==> config.mk <==
export PLATFORM = sky130hd
export DESIGN_NAME = parking_meter_ctrl_flat
export DESIGN_NICKNAME = d
export VERILOG_FILES = /design/src/rtl/parking_meter_if.sv /design/src/rtl/parking_meter_ctrl.sv /design/src/flat_wrapper.sv
export SDC_FILE = /design/constraint.sdc
export NUM_CORES = 1
export LEC_CHECK = 0
export ABC_AREA = 1
export CORE_MARGIN = 2
export CORE_UTILIZATION = 45
export CTS_BUF_LIST = sky130_fd_sc_hd__clkbuf_16
export CTS_CLUSTER_SIZE = 24
export DETAILED_ROUTE_END_ITERATION = 10
export GPL_ROUTABILITY_DRIVEN = 0
export HOLD_SLACK_MARGIN = 0.05
export PLACE_DENSITY = 0.71
export SYNTH_ARGS = -nofsm -noshare
export SYNTH_HDL_FRONTEND = slang
export SYNTH_SLANG_ARGS = --single-unit
==> constraint.sdc <==
create_clock -name clk -period 2.5 [get_ports clk]
set_clock_uncertainty 0.2 [all_clocks]
set_input_delay 0.25 -clock clk [delete_from_list [all_inputs] [get_ports clk]]
set_output_delay 0.25 -clock clk [all_outputs]
set_load 0.05 [all_outputs]
==> src/rtl/parking_meter_if.sv <==
// Button pulses from the debounce stage and the value/blink outputs
// toward the seven-segment display stage.
interface parking_meter_if;
   localparam int unsigned VAL_W = 16;

   logic             add_10;
   logic             add_180;
   logic             add_200;
   logic             add_550;
   logic             rst_10;
   logic             rst_205;
   logic [VAL_W-1:0] meter_val;
   logic             disp_on;
   logic             sec_tick;

   modport master (
      output add_10, add_180, add_200, add_550, rst_10, rst_205,
      input  meter_val, disp_on, sec_tick
   );

   modport slave (
      input  add_10, add_180, add_200, add_550, rst_10, rst_205,
      output meter_val, disp_on, sec_tick
   );
endinterface

==> src/rtl/parking_meter_ctrl.sv <==
// Parking-meter timekeeping core: remaining seconds, button credits/reloads,
// once-per-second countdown and display blink control.
module parking_meter_ctrl #(
   parameter int unsigned TICK_CYCLES = 100000000,
   parameter int unsigned MAX_VAL     = 9999,
   parameter int unsigned LOW_THRESH  = 200
) (
   input  logic           clk,
   input  logic           reset,
   parking_meter_if.slave pm
);
   localparam int unsigned CNT_W = (TICK_CYCLES > 1) ? $clog2(TICK_CYCLES) : 1;
   localparam int unsigned VAL_W = 16;
   localparam int unsigned SUM_W = VAL_W + 1;
   localparam logic [CNT_W-1:0] CNT_LAST = CNT_W'(TICK_CYCLES - 1);
   localparam logic [CNT_W-1:0] CNT_HALF = CNT_W'(TICK_CYCLES / 2);
   localparam logic [VAL_W-1:0] VAL_MAX  = VAL_W'(MAX_VAL);
   localparam logic [VAL_W-1:0] VAL_LOW  = VAL_W'(LOW_THRESH);

   typedef enum logic [1:0] {
      ST_EMPTY  = 2'd0,
      ST_LOW    = 2'd1,
      ST_NORMAL = 2'd2
   } state_e;

   state_e           state_q, state_d;
   logic [CNT_W-1:0] tick_cnt_q, tick_cnt_d;
   logic             half_flag_q, half_flag_d;
   logic             sec_parity_q, sec_parity_d;
   logic [VAL_W-1:0] meter_q, meter_d;
   logic             disp_on_q, disp_on_d;
   logic             sec_tick_q, sec_tick_d;
   logic             wrap_c;
   logic             add_req_c;
   logic [VAL_W-1:0] add_amt_c;
   logic [SUM_W-1:0] sum_c;

   always_ff @(posedge clk or negedge reset) begin
      if (!reset) begin
         state_q      <= ST_EMPTY;
         tick_cnt_q   <= '0;
         half_flag_q  <= 1'b0;
         sec_parity_q <= 1'b0;
         meter_q      <= '0;
         disp_on_q    <= 1'b1;
         sec_tick_q   <= 1'b0;
      end else begin
         state_q      <= state_d;
         tick_cnt_q   <= tick_cnt_d;
         half_flag_q  <= half_flag_d;
         sec_parity_q <= sec_parity_d;
         meter_q      <= meter_d;
         disp_on_q    <= disp_on_d;
         sec_tick_q   <= sec_tick_d;
      end
   end

   always_comb begin
      tick_cnt_d   = tick_cnt_q + CNT_W'(1);
      sec_parity_d = sec_parity_q;
      meter_d      = meter_q;
      state_d      = state_q;
      disp_on_d    = disp_on_q;
      add_req_c    = 1'b0;
      add_amt_c    = '0;
      sum_c        = '0;
      wrap_c       = (tick_cnt_q == CNT_LAST);
      sec_tick_d   = wrap_c;

      if (wrap_c) begin
         tick_cnt_d = '0;
      end

      // One action per cycle; a button pre-empts the decrement of this second.
      if (pm.rst_205) begin
         meter_d      = VAL_W'(205);
         tick_cnt_d   = '0;
         sec_parity_d = 1'b0;
      end else if (pm.rst_10) begin
         meter_d      = VAL_W'(10);
         tick_cnt_d   = '0;
         sec_parity_d = 1'b0;
      end else if (pm.add_550) begin
         add_req_c = 1'b1;
         add_amt_c = VAL_W'(550);
      end else if (pm.add_200) begin
         add_req_c = 1'b1;
         add_amt_c = VAL_W'(200);
      end else if (pm.add_180) begin
         add_req_c = 1'b1;
         add_amt_c = VAL_W'(180);
      end else if (pm.add_10) begin
         add_req_c = 1'b1;
         add_amt_c = VAL_W'(10);
      end else if (wrap_c && (meter_q != '0)) begin
         meter_d      = meter_q - VAL_W'(1);
         sec_parity_d = ~sec_parity_q;
      end

      if (add_req_c) begin
         sum_c   = SUM_W'(meter_q) + SUM_W'(add_amt_c);
         meter_d = (sum_c > SUM_W'(MAX_VAL)) ? VAL_MAX : sum_c[VAL_W-1:0];
      end

      half_flag_d = (tick_cnt_d >= CNT_HALF);

      if (meter_d == '0) begin
         state_d = ST_EMPTY;
      end else if (meter_d < VAL_LOW) begin
         state_d = ST_LOW;
      end else begin
         state_d = ST_NORMAL;
      end

      // LOW blinks at 2 s period from second parity, EMPTY at 1 s from the half-second flag.
      unique case (state_q)
         ST_NORMAL: disp_on_d = 1'b1;
         ST_LOW:    disp_on_d = ~sec_parity_q;
         default:   disp_on_d = ~half_flag_q;
      endcase
   end

   assign pm.meter_val = meter_q;
   assign pm.disp_on   = disp_on_q;
   assign pm.sec_tick  = sec_tick_q;
endmodule

==> src/flat_wrapper.sv <==
// flat-port wrapper written by rule: the top's interface ports become plain ports
module parking_meter_ctrl_flat 
#(
   parameter int unsigned TICK_CYCLES = 100000000,
   parameter int unsigned MAX_VAL     = 9999,
   parameter int unsigned LOW_THRESH  = 200
)
  (clk, reset, pm_add_10, pm_add_180, pm_add_200, pm_add_550, pm_rst_10, pm_rst_205, pm_meter_val, pm_disp_on, pm_sec_tick);
  parking_meter_if pm_i ();
  input  logic clk;
  input  logic reset;
  input wire logic [$bits(pm_i.add_10)-1:0] pm_add_10;
  input wire logic [$bits(pm_i.add_180)-1:0] pm_add_180;
  input wire logic [$bits(pm_i.add_200)-1:0] pm_add_200;
  input wire logic [$bits(pm_i.add_550)-1:0] pm_add_550;
  input wire logic [$bits(pm_i.rst_10)-1:0] pm_rst_10;
  input wire logic [$bits(pm_i.rst_205)-1:0] pm_rst_205;
  output wire logic [$bits(pm_i.meter_val)-1:0] pm_meter_val;
  output wire logic [$bits(pm_i.disp_on)-1:0] pm_disp_on;
  output wire logic [$bits(pm_i.sec_tick)-1:0] pm_sec_tick;
  assign pm_i.add_10 = pm_add_10;
  assign pm_i.add_180 = pm_add_180;
  assign pm_i.add_200 = pm_add_200;
  assign pm_i.add_550 = pm_add_550;
  assign pm_i.rst_10 = pm_rst_10;
  assign pm_i.rst_205 = pm_rst_205;
  assign pm_meter_val = pm_i.meter_val;
  assign pm_disp_on = pm_i.disp_on;
  assign pm_sec_tick = pm_i.sec_tick;
  parking_meter_ctrl #(.TICK_CYCLES(TICK_CYCLES), .MAX_VAL(MAX_VAL), .LOW_THRESH(LOW_THRESH)) u_core (.clk(clk), .reset(reset), .pm(pm_i));
endmodule
# Word-level counts from Yosys, hierarchy flattened
# Cells that the tools add are included.
dict set report totals {
  reg_bits 49
  input_bits 8
  output_inout_bits 18
}
dict set report op_classes {
  addsub 3
  order_cmp 3
  n_eq_ne 7
  muxes 34
  bitwise_logic 2
  reduce_logical 5
}
# operator count
set op_table {}
lappend op_table {{16-bit two-way mux} 14}
lappend op_table {{27-bit two-way mux} 3}
lappend op_table {{27-bit by 1-bit adder with 27-bit output (second input constant)} 1}
lappend op_table {{27-bit equality test (second input constant)} 1}
lappend op_table {{27-bit by 26-bit >= comparator with 1-bit output (second input constant)} 1}
lappend op_table {{16-bit by 16-bit adder with 17-bit output} 1}
lappend op_table {{17-bit by 14-bit > comparator with 1-bit output (second input constant)} 1}
lappend op_table {{16-bit zero test} 1}
lappend op_table {{16-bit by 8-bit < comparator with 1-bit output (second input constant)} 1}
lappend op_table {{16-bit nonzero test} 1}
lappend op_table {{16-bit by 1-bit subtractor with 16-bit output (second input constant)} 1}
lappend op_table {{1-bit two-way mux} 13}
lappend op_table {{3-bit by 1-bit inequality test with 1-bit output (second input constant)} 4}
lappend op_table {{5-bit AND reduction} 1}
lappend op_table {{2-bit two-way mux} 2}
lappend op_table {{4-bit two-way mux} 1}
lappend op_table {{3-bit nonzero test} 1}
lappend op_table {{2-bit by 1-bit equality test with 1-bit output (second input constant)} 1}
lappend op_table {{2-bit equality test (second input constant)} 1}
lappend op_table {{1-bit inverter} 2}
lappend op_table {{1-bit one-hot mux with 2 select lines} 1}
lappend op_table {{1-bit logical AND} 1}

# Logic depth before layout (Yosys ltp)
dict set report depth {
  ltp_word 13
  ltp_mapped 23
  ltp_nobuf 23
}

# Worst setup path after synthesis
# OpenSTA, ideal clock, no wires.
dict set report synth_timing {
  path_kind {input to register}
  startpoint {input pm_rst_10}
  endpoint {register u_core.state_q[0]}
  setup_ps 71
  arrival_ps 2751
  path_slack_ps -523
  path_stages 22
  path_buffers 0
  cell_sequence {nor2_1 > inv_1 > nor3_1 > ha_1 > inv_1 > fa_1 > inv_1 > nand3_1 > nand2_1 > nand2_1 > nand2_1 > nand2_1 > nand2_1 > nand3_1 > o21ai_1 > nand2_2 > nand3_1 > nand2_2 > nand3b_1 > nand2_1 > nand3_2 > nor2_1}
}
dict set report synth_via {
  elab_chain_len 9
  elab_cells_between_ends 14
}
# item line
set synth_rtl {}
lappend synth_rtl {{start: declaration} flat_wrapper.sv:16} ;# input wire logic [$bits(pm_i.rst_10)-1:0] pm_rst_10;
lappend synth_rtl {{16-bit two-way mux} parking_meter_ctrl.sv:79} ;# end else if (pm.rst_10) begin
lappend synth_rtl {{16-bit two-way mux} parking_meter_ctrl.sv:75} ;# if (pm.rst_205) begin
lappend synth_rtl {{16-bit by 16-bit adder with 17-bit output} parking_meter_ctrl.sv:101} ;# sum_c = SUM_W'(meter_q) + SUM_W'(add_amt_c);
lappend synth_rtl {{17-bit by 14-bit > comparator with 1-bit output} parking_meter_ctrl.sv:102} ;# meter_d = (sum_c > SUM_W'(MAX_VAL)) ? VAL_MAX : sum_c[VAL_W-1:0];
lappend synth_rtl {{16-bit two-way mux} parking_meter_ctrl.sv:102}
lappend synth_rtl {{16-bit two-way mux (*)} parking_meter_ctrl.sv:100} ;# if (add_req_c) begin
lappend synth_rtl {{net u_core.meter_d[4]} parking_meter_ctrl.sv:30} ;# logic [VAL_W-1:0] meter_q, meter_d;
lappend synth_rtl {{16-bit by 8-bit < comparator with 1-bit output} parking_meter_ctrl.sv:109} ;# end else if (meter_d < VAL_LOW) begin
lappend synth_rtl {{2-bit two-way mux} parking_meter_ctrl.sv:109}
lappend synth_rtl {{2-bit two-way mux (*)} parking_meter_ctrl.sv:107} ;# if (meter_d == '0) begin
lappend synth_rtl {{net u_core.state_d[0]} parking_meter_ctrl.sv:26} ;# state_e state_q, state_d;
lappend synth_rtl {{end signal: assignment} parking_meter_ctrl.sv:48} ;# state_q <= state_d;
lappend synth_rtl {{end: declaration} parking_meter_ctrl.sv:26}
# Mark *: on every way through the listed nets, which the timed path passes. The rest lies on a longest branch.
# A chain may end at the register's enable or synchronous reset.

# Final worst setup path
dict set report layout_timing {
  startpoint {input pm_add_180}
  endpoint {register u_core.state_q[0]}
}
dict set report layout_via {
  elab_chain_len 12
  elab_cells_between_ends 23
}
# item line
set layout_rtl {}
lappend layout_rtl {{start: declaration} flat_wrapper.sv:13} ;# input wire logic [$bits(pm_i.add_180)-1:0] pm_add_180;
lappend layout_rtl {{16-bit two-way mux} parking_meter_ctrl.sv:89} ;# end else if (pm.add_180) begin
lappend layout_rtl {{16-bit two-way mux} parking_meter_ctrl.sv:86} ;# end else if (pm.add_200) begin
lappend layout_rtl {{16-bit two-way mux} parking_meter_ctrl.sv:83} ;# end else if (pm.add_550) begin
lappend layout_rtl {{16-bit two-way mux} parking_meter_ctrl.sv:79}
lappend layout_rtl {{16-bit two-way mux} parking_meter_ctrl.sv:75}
lappend layout_rtl {{16-bit by 16-bit adder with 17-bit output} parking_meter_ctrl.sv:101}
lappend layout_rtl {{17-bit by 14-bit > comparator with 1-bit output} parking_meter_ctrl.sv:102}
lappend layout_rtl {{16-bit two-way mux} parking_meter_ctrl.sv:102}
lappend layout_rtl {{16-bit two-way mux (*)} parking_meter_ctrl.sv:100}
lappend layout_rtl {{net u_core.meter_d[3]} parking_meter_ctrl.sv:30}
lappend layout_rtl {{16-bit by 8-bit < comparator with 1-bit output} parking_meter_ctrl.sv:109}
lappend layout_rtl {{2-bit two-way mux} parking_meter_ctrl.sv:109}
lappend layout_rtl {{2-bit two-way mux (*)} parking_meter_ctrl.sv:107}
lappend layout_rtl {{net u_core.state_d[0]} parking_meter_ctrl.sv:26}
# Marked as above.

==> flow_summary.yaml <==
yosys:
  synth_edf_count: 0
  synth_top_cell_area_share_pct: 28.5
  synthTopCellsByArea: "dfrtp_1 29%, nand2_1 13%, inv_1 8.8%, nand3_1 7.0%, nor2_1 6.3%"
  yosys.area.top_type: "dfrtp_1"
  synth_cell_types: 44
  async_flop_share_pct: 100
  ys_seq_area_share_pct: 29.1
  synth_ff_type: "dfrtp_1"
  synth-seq-cells: 49
  yosys_warnings: 0
  ys_top_cells_by_count: "146 x nand2_1, 99 x inv_1, 71 x nor2_1"
  yosysMostFrequentCell: "nand2_1"
  synth_cells: 624
  syn_nets: 646
  syn_area_um2: 4210
  avgSynthCellArea_um2: 6.75
power:
  p_seq_share_pct: 42.0
  p_int_mw: 1.39
  netSwitchingPower_mw: 0.603
  power_density_nw_per_um2: 319
  pwr-share-clk_pct: 32.4
  cellLeakagePower_nw: 3.21
  pwr-share-comb_pct: 25.6
  power_mw: 2.00
  switching_share_pct: 30.2
  peakVddDrop_mv: 0.292
worst_hold_path:
  min_delay_path_depth: 5
  min_path_type: "input port to register"
global_route:
  grt-ovfl-total: 0
  grt_pass1_vias: 4766
  grt_max_degree: 42
  grt_first_pass_wirelength_um: 21500
  track_usage_pct: 26.4
  antenna_found_initial: 0
route:
  routed.top_layer: "met4"
  drt_wl_total_um: 13700
  ant_nets: 0
  wl_met2_um: 7080
  vias: 4756
  routed_via_density: 5.28
  dr.pass1.iters: 5
  drc: 0
  wl_met1_um: 5420
  wl_met3_um: 581
  drtIter0Drc: 270
  wl_per_cell_um: 15.2
cells_and_area:
  multi_input_area_um2: 3040
  final_nets: 810
  antenna_cells: 0
  area_growth_pct: 48.8
  drive_gt1_share_pct: 40.9
  seqCellArea_um2: 1240
  fillers: 701
clock_tree:
  clk_pin_slew_ps: 70
  cts_tree: "built"
  clock-sinks: 49
  clockRootBuffer: "clkbuf_16"
  cts_buffer_depth: 2
  clk_latency_ps: 290
  htree_levels: 2
  cts_buffers: 5
sta:
  setup_tns_ps: -3040
  setup_ws_ps: -436
  rsz0062_at_grt: "yes"
  finalHoldViolCount: 0
  slew_violations: 0
  finalCritPeriodShare_pct: 117
  period_needed_ps: 2940
  max_freq_mhz: 341
  setup_violations: 17
  maxSlewHeadroom_pct: 37.0
  tightest_slew_ps: 945
  holdWs_ps: 188
floorplanning:
  io_pins: 26
  rows: 35
  dieArea_um2: 10100
  start_util_pct: 46.0
  fp.dieH_um: 101
  die_x_um: 101
  fp.coreArea_um2: 9150
critical_path:
  worstPathArrival_ps: 2920
  r2r_cells: 19
  path_cells: "buf_8 > nor2_4 > nor2_4 > nor3_4 > ha_4 > inv_4 > fa_2 > inv_4 > nand3_4 > nand3_2 > nand2_2 > nor2_2 > nand3_1 > nand2_2 > o21ai_4 > nand2_4 > nand2_4 > o21ai_4 > inv_1 > nor2_2 > nand2_1 > nor2_1 > nor2_1"
  cp_slowest_cell: "fa_2"
  cp-start-kind: "input port"
  worst_path_dominant_cell_family: "simple AND/OR/NAND/NOR gates"
  max_stage_delay_ps: 410
  critical_path_buf_inv_count: 4
  crit_type: "input port to register"
  worst-path-stages: 23
  cp_max_fo: 5
  critPathRequiredTime_ps: 2490
  end_kind: "register"
job:
  drv_cap: 0
placement:
  dp_slack_ps: -1110
  dp_hpwl_um: 9780
  port_buffers: 25
status:
  status: "finished, violations left"
  violations: "negative setup slack"
-- kinds of logic (layout without fill, tap and decap cells) --
logic type	Yosys count	in the layout	share of synthesized area [%]
AOI/OAI and AO/OA	50	50	6.63
xor gates and xnor gates	14	14	3.27
adders and majority gates	14	14	4.34
buffers and inverters	117	280	11.3
DFF	49	49	29.1
and+or+nand+nor	380	382	45.4
-- power by group through the flow --
stage / sequential [mW] / combinational, mW / clock, mW
final: 0.838 / 0.511 / 0.648
after global routing: 0.839 / 0.546 / 0.692
after CTS: 0.834 / 0.466 / 0.659
after detailed placement: 0.848 / 0.435 / 0
after global placement: 0.848 / 0.423 / 0
after floorplan: 0.904 / 0.172 / 0
-- per-stage QoR --
step / std cells / util (%) / instance area, um^2
after global routing: 900 / 68.5 / 6270
final: 900 / 68.5 / 6270
after floorplan: 624 / - / 4290
after detailed placement: 867 / 59.7 / 5470
after global placement: 867 / 59.7 / 5470
after CTS: 890 / 64.6 / 5910
-- worst paths after layout --
path	from	to	slack, ps
max	pm_add_180	u_core.state_q[0]	-440
min	pm_rst_205	u_core.pm.meter_val[2]	190
max reg2reg	u_core.pm.meter_val[1]	u_core.state_q[0]	-360
min reg2reg	u_core.half_flag_q	u_core.pm.disp_on	260
max in group asynchronous	reset	u_core.tick_cnt_q[2]	1010
min in group asynchronous	reset	u_core.tick_cnt_q[21]	440
-- worst register-to-register path, stage by stage (launching register included) --
cell and delay (ps):
dfrtp_2 390, ha_4 150, inv_4 30, fa_2 410, inv_4 100, nand3_4 90, nand3_2 100, nand2_2 80
nor2_2 150, nand3_1 100, nand2_2 110, o21ai_4 100, nand2_4 120, nand2_4 80, o21ai_4 160, inv_1 80
nor2_2 90, nand2_1 60, nor2_1 80, nor2_1 50
-- layout by cell type (no fill, tap or decap), types with 2 or more instances in the layout --
cell type / n
buf_4: 132
nand2_1: 121
inv_1: 95
nor2_1: 54
nand3_1: 44
dfrtp_1: 40
nand2_2: 35
nor2_2: 22
a21oi_1: 22
nor2_4: 21
nand4_1: 21
nand3_2: 19
clkdlybuf4s50_1: 18
inv_2: 15
nand2_4: 9
nor3_1: 8
xor2_1: 8
dfrtp_2: 8
ha_4: 7
a21oi_2: 6
ha_1: 6
nor3_2: 5
o21ai_0: 5
nand3b_1: 5
clkbuf_16: 5
buf_6: 5
o21ai_2: 4
nor3_4: 4
inv_4: 3
o21ai_1: 3
xnor2_1: 3
nand3_4: 3
nand4_2: 2
o21a_1: 2
or2_2: 2
nor4_1: 2
xor2_4: 2
o21ai_4: 2
buf_2: 2
-- state kept, by name (all words and copies together) (netlist names) --
| signal | cells |
|---|---|
| u_core.tick_cnt_q | 27 |
| u_core.pm.meter_val | 16 |
| u_core.state_q | 2 |
| u_core.half_flag_q | 1 |
| u_core.pm.disp_on | 1 |
| u_core.pm.sec_tick | 1 |
| u_core.sec_parity_q | 1 |
-- routing by layer --
metal	vias up	track usage, %
li1	2326	-
met1	2212	30.7
met2	166	49.0
met3	52	2.64
met4	0	11.4
met5	-	0
-- timing repair --
item | in CTS | in global routing
hold buffers | 1 | 0
pin swaps | 29 | 48
endpoints found under the hold margin | 38 | 0
endpoints found under the setup margin | 17 | 17
gates resized for setup | 71 | 65
setup buffers | 13 | 10
gates cloned | 2 | 0
-- cell type report --
| type | instances | share of cell area (%) |
|---|---|---|
| Clock buffer | 5 | 2.00 |
| Clock inverter | 3 | 0.180 |
| Timing Repair Buffer | 161 | 20.6 |
| Sequential cell | 49 | 19.7 |
| Multi-Input combinational cell | 460 | 48.4 |
| Inverter | 111 | 6.77 |
| Tap cell | 111 | 2.22 |
Note: power is estimated with default switching activity, not from simulation.
